<file path="config.mk">
export PLATFORM = sky130hd
export DESIGN_NAME = estagio_busca_flat
export DESIGN_NICKNAME = d
export VERILOG_FILES = /design/src/rtl/estagio_busca_if.sv /design/src/rtl/estagio_busca.sv /design/src/flat_wrapper.sv
export SDC_FILE = /design/constraint.sdc
export NUM_CORES = 1
export LEC_CHECK = 0
export BUFFER_PORTS_ARGS = -buffer_cell sky130_fd_sc_hd__buf_2
export CAP_MARGIN = 20
export CELL_PAD_IN_SITES_DETAIL_PLACEMENT = 0
export CELL_PAD_IN_SITES_GLOBAL_PLACEMENT = 2
export CORE_ASPECT_RATIO = 0.7
export CORE_MARGIN = 2
export CORE_UTILIZATION = 30
export DETAILED_ROUTE_END_ITERATION = 8
export HOLD_SLACK_MARGIN = 0.02
export PLACE_DENSITY = 0.89
export SLEW_MARGIN = 20
export SYNTH_ARGS = -nofsm -noshare
export SYNTH_HDL_FRONTEND = slang
export SYNTH_SLANG_ARGS = --single-unit
</file>
<file path="constraint.sdc">
create_clock -name clk -period 5.8 [get_ports clk]
set_input_delay 0.87 -clock clk [delete_from_list [all_inputs] [get_ports clk]]
set_output_delay 0.87 -clock clk [all_outputs]
set_load 0.05 [all_outputs]
</file>
<file path="src/rtl/estagio_busca_if.sv">
// ----------------------------------------------------------------------------
// estagio_busca_if
// Instruction-ROM bus between the fetch stage and the ROM.
//   barramento_endereco  : byte address driven by the fetch stage (word aligned)
//   barramento_instrucao : 32-bit word returned combinationally by the ROM
// Modports:
//   master : fetch stage (drives the address, reads the word)
//   slave  : ROM (reads the address, drives the word)
// ----------------------------------------------------------------------------
interface estagio_busca_if;
    logic [31:0] barramento_endereco;
    logic [31:0] barramento_instrucao;

    modport master (
        output barramento_endereco,
        input  barramento_instrucao
    );

    modport slave (
        input  barramento_endereco,
        output barramento_instrucao
    );
endinterface

</file>
<file path="src/rtl/estagio_busca.sv">
// ----------------------------------------------------------------------------
// estagio_busca
// RV32I instruction-fetch stage. Holds the PC, addresses the combinational
// instruction ROM and registers the returned word into the IF/ID register
// together with its PC, PC+4 and a valid bit. Supports stall and redirect
// (redirect flushes the IF/ID slot and takes priority over stall).
//
// Parameters:
//   PC_INICIAL : PC loaded on reset
//   NOP        : word placed in instrucao_id on reset and on flush
//
// Ports:
//   clk, reset        : clock, asynchronous active-high reset
//   parar             : stall, holds PC, IF/ID and fetch counter
//   desvio_valido     : redirect request
//   desvio_alvo       : redirect byte address (low two bits ignored)
//   bus (master)      : ROM address out / instruction word in
//   instrucao_id      : IF/ID instruction
//   pc_id             : PC of instrucao_id
//   pc_mais4_id       : pc_id + 4 (link value)
//   valido_id         : IF/ID slot holds a real instruction
//   contador_busca    : instructions accepted into IF/ID (wraps)
//   erro_desalinhado  : one-cycle pulse on a redirect to a non-word-aligned
//                       target; only built when BUSCA_ALINHAMENTO_EN is
//                       defined, otherwise tied to 0
// ----------------------------------------------------------------------------
module estagio_busca #(
    parameter logic [31:0] PC_INICIAL = 32'h0000_0000,
    parameter logic [31:0] NOP        = 32'h0000_0013
) (
    input  logic                   clk,
    input  logic                   reset,
    input  logic                   parar,
    input  logic                   desvio_valido,
    input  logic [31:0]            desvio_alvo,
    estagio_busca_if.master        bus,
    output logic [31:0]            instrucao_id,
    output logic [31:0]            pc_id,
    output logic [31:0]            pc_mais4_id,
    output logic                   valido_id,
    output logic [31:0]            contador_busca,
    output logic                   erro_desalinhado
);

    logic [31:0] pc;
    logic [31:0] pc_mais4;

    // Natural 32-bit overflow gives the required modulo-2^32 wrap.
    assign pc_mais4                = pc + 32'd4;
    assign bus.barramento_endereco = pc;

    always_ff @(posedge clk or posedge reset) begin
        if (reset) begin
            pc             <= {PC_INICIAL[31:2], 2'b00};
            instrucao_id   <= NOP;
            pc_id          <= 32'h0000_0000;
            pc_mais4_id    <= 32'h0000_0000;
            valido_id      <= 1'b0;
            contador_busca <= 32'h0000_0000;
        end else if (desvio_valido) begin
            // Redirect wins over stall; pc_id/pc_mais4_id and the counter hold.
            pc           <= {desvio_alvo[31:2], 2'b00};
            instrucao_id <= NOP;
            valido_id    <= 1'b0;
        end else if (!parar) begin
            instrucao_id   <= bus.barramento_instrucao;
            pc_id          <= pc;
            pc_mais4_id    <= pc_mais4;
            valido_id      <= 1'b1;
            pc             <= pc_mais4;
            contador_busca <= contador_busca + 32'd1;
        end
    end

`ifdef BUSCA_ALINHAMENTO_EN
    always_ff @(posedge clk or posedge reset) begin
        if (reset) begin
            erro_desalinhado <= 1'b0;
        end else begin
            erro_desalinhado <= desvio_valido && (desvio_alvo[1:0] != 2'b00);
        end
    end
`else
    assign erro_desalinhado = 1'b0;
`endif

endmodule

</file>
<file path="src/flat_wrapper.sv">
// flat-port wrapper written by rule: the top's interface ports become plain ports
module estagio_busca_flat 
#(
    parameter logic [31:0] PC_INICIAL = 32'h0000_0000,
    parameter logic [31:0] NOP        = 32'h0000_0013
)
  (clk, reset, parar, desvio_valido, desvio_alvo, instrucao_id, pc_id, pc_mais4_id, valido_id, contador_busca, erro_desalinhado, bus_barramento_endereco, bus_barramento_instrucao);
  estagio_busca_if bus_i ();
  input  logic clk;
  input  logic reset;
  input  logic parar;
  input  logic desvio_valido;
  input  logic [31:0] desvio_alvo;
  output logic [31:0] instrucao_id;
  output logic [31:0] pc_id;
  output logic [31:0] pc_mais4_id;
  output logic valido_id;
  output logic [31:0] contador_busca;
  output logic erro_desalinhado;
  output wire logic [$bits(bus_i.barramento_endereco)-1:0] bus_barramento_endereco;
  input wire logic [$bits(bus_i.barramento_instrucao)-1:0] bus_barramento_instrucao;
  assign bus_barramento_endereco = bus_i.barramento_endereco;
  assign bus_i.barramento_instrucao = bus_barramento_instrucao;
  estagio_busca #(.PC_INICIAL(PC_INICIAL), .NOP(NOP)) u_core (.clk(clk), .reset(reset), .parar(parar), .desvio_valido(desvio_valido), .desvio_alvo(desvio_alvo), .bus(bus_i), .instrucao_id(instrucao_id), .pc_id(pc_id), .pc_mais4_id(pc_mais4_id), .valido_id(valido_id), .contador_busca(contador_busca), .erro_desalinhado(erro_desalinhado));
endmodule
</file>
Word level (Yosys, flattened, before mapping)
Cells that the tools add are included.

Word-level logic and storage cells: 18. Bits in registers: 161. Output and inout bits: 162.

Bitwise gates (word level): 2. Reductions and logical operators: 1. Eq/ne operators: 1. Muxes and demuxes: 6. Add/subtract/negate cells: 2.

Operators by type and width (number): 32-bit 2-to-1 mux (4); 32-bit by 1-bit adder with 32-bit output, second input constant (1); 32-bit by 3-bit adder with 32-bit output, second input constant (1); 1-bit 2-to-1 mux (2); 2-bit by 1-bit inequality test with 1-bit output, second input constant (1); 1-bit inverter (2); 2-bit AND reduction (1).

Logic depth before layout (Yosys ltp)
Depth in word-level cells: 3. Depth in mapped cells: 7. Mapped depth without buffers: 5.

Least setup slack after synthesis
No wires, ideal clock.

Kind: flip-flop to flip-flop. Start point: register u_core.pc[3] (netlist: u_core.bus.barramento_endereco[3]). End point: register u_core.pc[20] (netlist: u_core.bus.barramento_endereco[20]). Arrival: 2.480 ns. Cell stages (with the launch flop): 8. Clock period less this slack: 2.562 ns. Slack: 3.238 ns. Path through: dfrtp_1 ha_1 nand4_1 buf_2 or3_1 buf_2 or4_1 a31oi_1.

Longest elaborated chain between the ends: 3.

Ends and longest elaborated chain: start: declaration (RTL line estagio_busca.sv:45) `logic [31:0] pc;`; start signal: assignment (RTL line estagio_busca.sv:54) `pc <= {PC_INICIAL[31:2], 2'b00};`; start signal: assignment (RTL line estagio_busca.sv:62) `pc <= {desvio_alvo[31:2], 2'b00};`; start signal: assignment (RTL line estagio_busca.sv:70) `pc <= pc_mais4;`; 32-bit by 3-bit adder with 32-bit output (RTL line estagio_busca.sv:49) `assign pc_mais4 = pc + 32'd4;`; 32-bit 2-to-1 mux (RTL line estagio_busca.sv:65) `end else if (!parar) begin`; 32-bit 2-to-1 mux (RTL line estagio_busca.sv:60) `end else if (desvio_valido) begin`.

No other way between the ends. The select of a mux whose other input is x is not followed. A chain may end at the register's enable or synchronous reset.

Final worst setup path
Start point: register u_core.pc[2] (netlist: u_core.bus.barramento_endereco[2]). End point: register u_core.pc_mais4_id[30].

Longest elaborated chain between the ends: 1.

Ends and longest elaborated chain: 32-bit by 3-bit adder with 32-bit output (RTL line estagio_busca.sv:49); end signal: assignment (RTL line estagio_busca.sv:68) `pc_mais4_id <= pc_mais4;`; end: declaration (RTL line estagio_busca.sv:39) `output logic [31:0] pc_mais4_id,`.

No other way between the ends.

==> run_results.csv <==
group,metric,value,unit
status,status,"finished clean",
die,die-height,134,µm
synthesis,synth-main-ff-cell,"dfrtp_1",
synthesis,synth-seq-area-share,53.7,%
global_route,grt_pass1_vias,5856,
die,floorplan.initialDensity,30.6,%
layout,finish.utilization,38.9,%
routing,first_pass_iters,5,
sta,min_period,3.13,ns
layout,stdcell_count,1270,
die,rows,47,
power,p_leak,4.41,nW
synthesis,synth_edf_count,0,
worst_setup_path,critPathSlowestCell,"or4_1",
synthesis,syn_area_per_cell,9.66,µm²
worst_setup_path,cp.arrival,3.48,ns
layout,nets,1009,
routing,via_per_inst,4.85,
sta,setup_viol,0,
sta,rsz0062_at_grt,"false",
routing,initialDrtViolationCount,350,
clock_tree,clk_pin_slew,0.06,ns
worst_hold_path,min_to,"u_core.pc_id[20]",
power,peakVddDrop,0.193,mV
synthesis,syn_area,7230,µm²
power,power.density,370,nW/µm²
routing,ant_nets,0,
routing,wirelength,21600,µm
synthesis,synth_area_leaders,"dfrtp_1 (53%), nand2_1 (7.2%), xnor2_1 (5.7%), mux2i_1 (4.6%), nor2_1 (3.3%)",
global_route,grt_max_degree,57,
global_route,grt_pass1_wl,34100,µm
worst_setup_path,worstRegToRegCells,5,
worst_setup_path,cp_common_cell,"or4_1",
die,die_w,189,µm
synthesis,ys_top_cells_by_count,"dfrtp_1 (152), nand2_1 (138), nor2_1 (64)",
layout,drive_gt1_share,27.8,%
worst_setup_path,crit_family,"simple AND/OR/NAND/NOR gates",
synthesis,yosys_warnings,0,
worst_setup_path,start_kind,"register",
layout,syn2layout_area_growth,27.2,%
sta,final-hold-violation-count,0,
synthesis,synthArstFlopShare,100,%
place,portBuffers,220,
sta,tightest_slew,0.961,ns
routing,vias,6165,
sta,finalCritPeriodShare,54.0,%
sta,clock_skew,0.0147,ns
synthesis,synth_most_common_cell,"dfrtp_1",
synthesis,yosys.area.top_type,"dfrtp_1",
sta,timing.slew.headroom,35.3,%
worst_setup_path,r2r_slack,2.67,ns
die,num_io_pins,230,
global_route,overflow,0,
sta,totalNegativeSetupSlack,0,ns
die,die_area,25400,µm²
synthesis,synth_top_area_share,52.6,%
worst_setup_path,timing.rr.start,"u_core.bus.barramento_endereco[2]",
clock_tree,cts_setup_buffers,0,
clock_tree,htree_levels,4,
sta,fmax,0.319,GHz
layout,n_fill_cell,2423,
place,placedCellCount,1238,
job,drv_cap,0,
routing,post-route-drc-count,0,
clock_tree,clock-sinks,155,
worst_setup_path,path_cells,"ha_1 -> nand4_1 -> or4_1 -> or4_1 -> a31oi_1",
worst_setup_path,rr_endpoint,"u_core.pc_mais4_id[30]",
worst_setup_path,critical_path_class,"reg -> reg",
synthesis,postSynthCellCount,748,
die,core-area,23600,µm²
worst_setup_path,slowest_delay,0.85,ns
worst_hold_path,hold_start,"u_core.pc_id[20]",
power,finalPower,3.40,mW
routing,wl_per_cell,17.0,µm
sta,final_max_slew_viol_count,0,
clock_tree,post_cts_resized,0,
synthesis,synth_seq_cells,155,
global_route,antenna_found_initial,4,
place,place_congestion,0.752,
worst_setup_path,crit_path_end_kind,"register",
global_route,gr-usage-all-layers,17.4,%
place,place_hpwl,15000,µm
clock_tree,cts.path.max_buffers,2,
clock_tree,clk_latency,0.43,ns
clock_tree,ctsRootBufferMaster,"clkbuf_16",
clock_tree,hold_buffers,0,
clock_tree,cts_buffers,17,
clock_tree,cts_tree,"built",
worst_hold_path,hold_depth,1,
worst_setup_path,path_buf_inv,0,
worst_setup_path,critPathMaxFanout,11,
worst_hold_path,hp-class,"reg -> reg",
synthesis,yosysUniqueCellTypes,38,
worst_setup_path,required,6.15,ns
==> cell families (layout without fill, tap and decap cells) <==
| group | Yosys count | after routing | share of synthesized area, % |
|---|---|---|---|
| AOI/OAI and AO/OA | 92 | 92 | 7.55 |
| xor gates and xnor gates | 60 | 60 | 7.27 |
| adders and majority gates | 2 | 2 | 0.346 |
| buffers and inverters | 69 | 266 | 4.24 |
| DFF | 155 | 155 | 53.7 |
| muxes | 33 | 33 | 4.57 |
| other | 1 | 8 | 0.0519 |
| and+or+nand+nor | 336 | 336 | 22.2 |
==> layer usage <==
| layer | vias up | GRT usage [%] | routed length [µm] |
|---|---|---|---|
| met2 | 185 | 24.5 | 8970 |
| met4 | 4 | 5.08 | 244 |
| li1 | 2962 | - | - |
| met3 | 24 | 5.57 | 1810 |
| met1 | 2990 | 25.3 | 10500 |
| met5 | - | 0 | 24 |
==> report_power, final <==
group          internal, mW  leakage, nW  switching [mW]
clock network         0.798        0.316           0.466
logic                 0.188         2.14           0.633
registers              1.20         1.95           0.118
==> sequential cells by signal (all words and copies together), names as in the netlist <==
signal / count
u_core.contador_busca: 32
u_core.instrucao_id: 32
u_core.bus.barramento_endereco: 30
u_core.pc_id: 30
u_core.pc_mais4_id: 30
u_core.valido_id: 1
==> placed cells by master, fill, tap and decap left out, types with 2 or more instances in the layout <==
| cell | instances |
|---|---|
| a31oi_1 | 21 |
| dfstp_2 | 3 |
| dfrtp_1 | 152 |
| buf_4 | 6 |
| or4_1 | 18 |
| o211ai_1 | 4 |
| inv_1 | 7 |
| nand4_1 | 34 |
| nand3b_1 | 2 |
| or2_2 | 2 |
| buf_2 | 220 |
| nor2_1 | 63 |
| bufinv_16 | 5 |
| or3_1 | 15 |
| a21o_1 | 6 |
| o31ai_1 | 8 |
| clkbuf_8 | 3 |
| nand3_1 | 16 |
| mux2i_1 | 33 |
| clkinvlp_4 | 2 |
| xnor2_1 | 47 |
| and2_1 | 8 |
| conb_1 | 7 |
| clkbuf_16 | 17 |
| xor2_1 | 13 |
| o21ai_0 | 47 |
| a22oi_1 | 4 |
| inv_6 | 2 |
| nand2_1 | 138 |
| nor4_1 | 11 |
| ha_1 | 2 |
| nor3_1 | 12 |
| and3_1 | 6 |
| and4_1 | 5 |
| nor2b_1 | 3 |
==> final cells by class <==
cell class / count / area, µm² / share of cell area (%)
Sequential cell: 155 / 3880 / 42.2
Clock inverter: 10 / 188 / 2.04
Antenna cell: 1 / 2.50 / 0.0272
Inverter: 9 / 38.8 / 0.422
Multi-Input combinational cell: 530 / 3070 / 33.4
Tap cell: 318 / 398 / 4.33
Timing Repair Buffer: 226 / 1150 / 12.5
Clock buffer: 21 / 470 / 5.12
==> stage by stage <==
stage | instance area [µm²] | setup slack (ns) | hold WS [ns]
6_report | 9190 | 2.67 | 0.475
5_1_grt | 9190 | 2.44 | 0.492
4_1_cts | 9190 | 2.70 | 0.480
3_5_place_dp | 8530 | 2.28 | 0.458
3_3_place_gp | 8530 | 2.33 | 0.454
2_1_floorplan | 7250 | 0.757 | 0.652
==> how the worst max path moves through the flow <==
stage	start	end	slack, ns	cells after the start
6_report	u_core.bus.barramento_endereco[2]	u_core.pc_mais4_id[30]	2.67	5
5_1_grt	u_core.bus.barramento_endereco[2]	u_core.pc_mais4_id[30]	2.44	5
4_1_cts	u_core.bus.barramento_endereco[2]	u_core.pc_mais4_id[30]	2.70	5
3_5_place_dp	parar	u_core.pc_mais4_id[10]	2.28	5
3_3_place_gp	parar	u_core.pc_mais4_id[10]	2.33	5
2_1_floorplan	reset	u_core.bus.barramento_endereco[10]	0.76	1
Power figures use the tool's default switching activity.
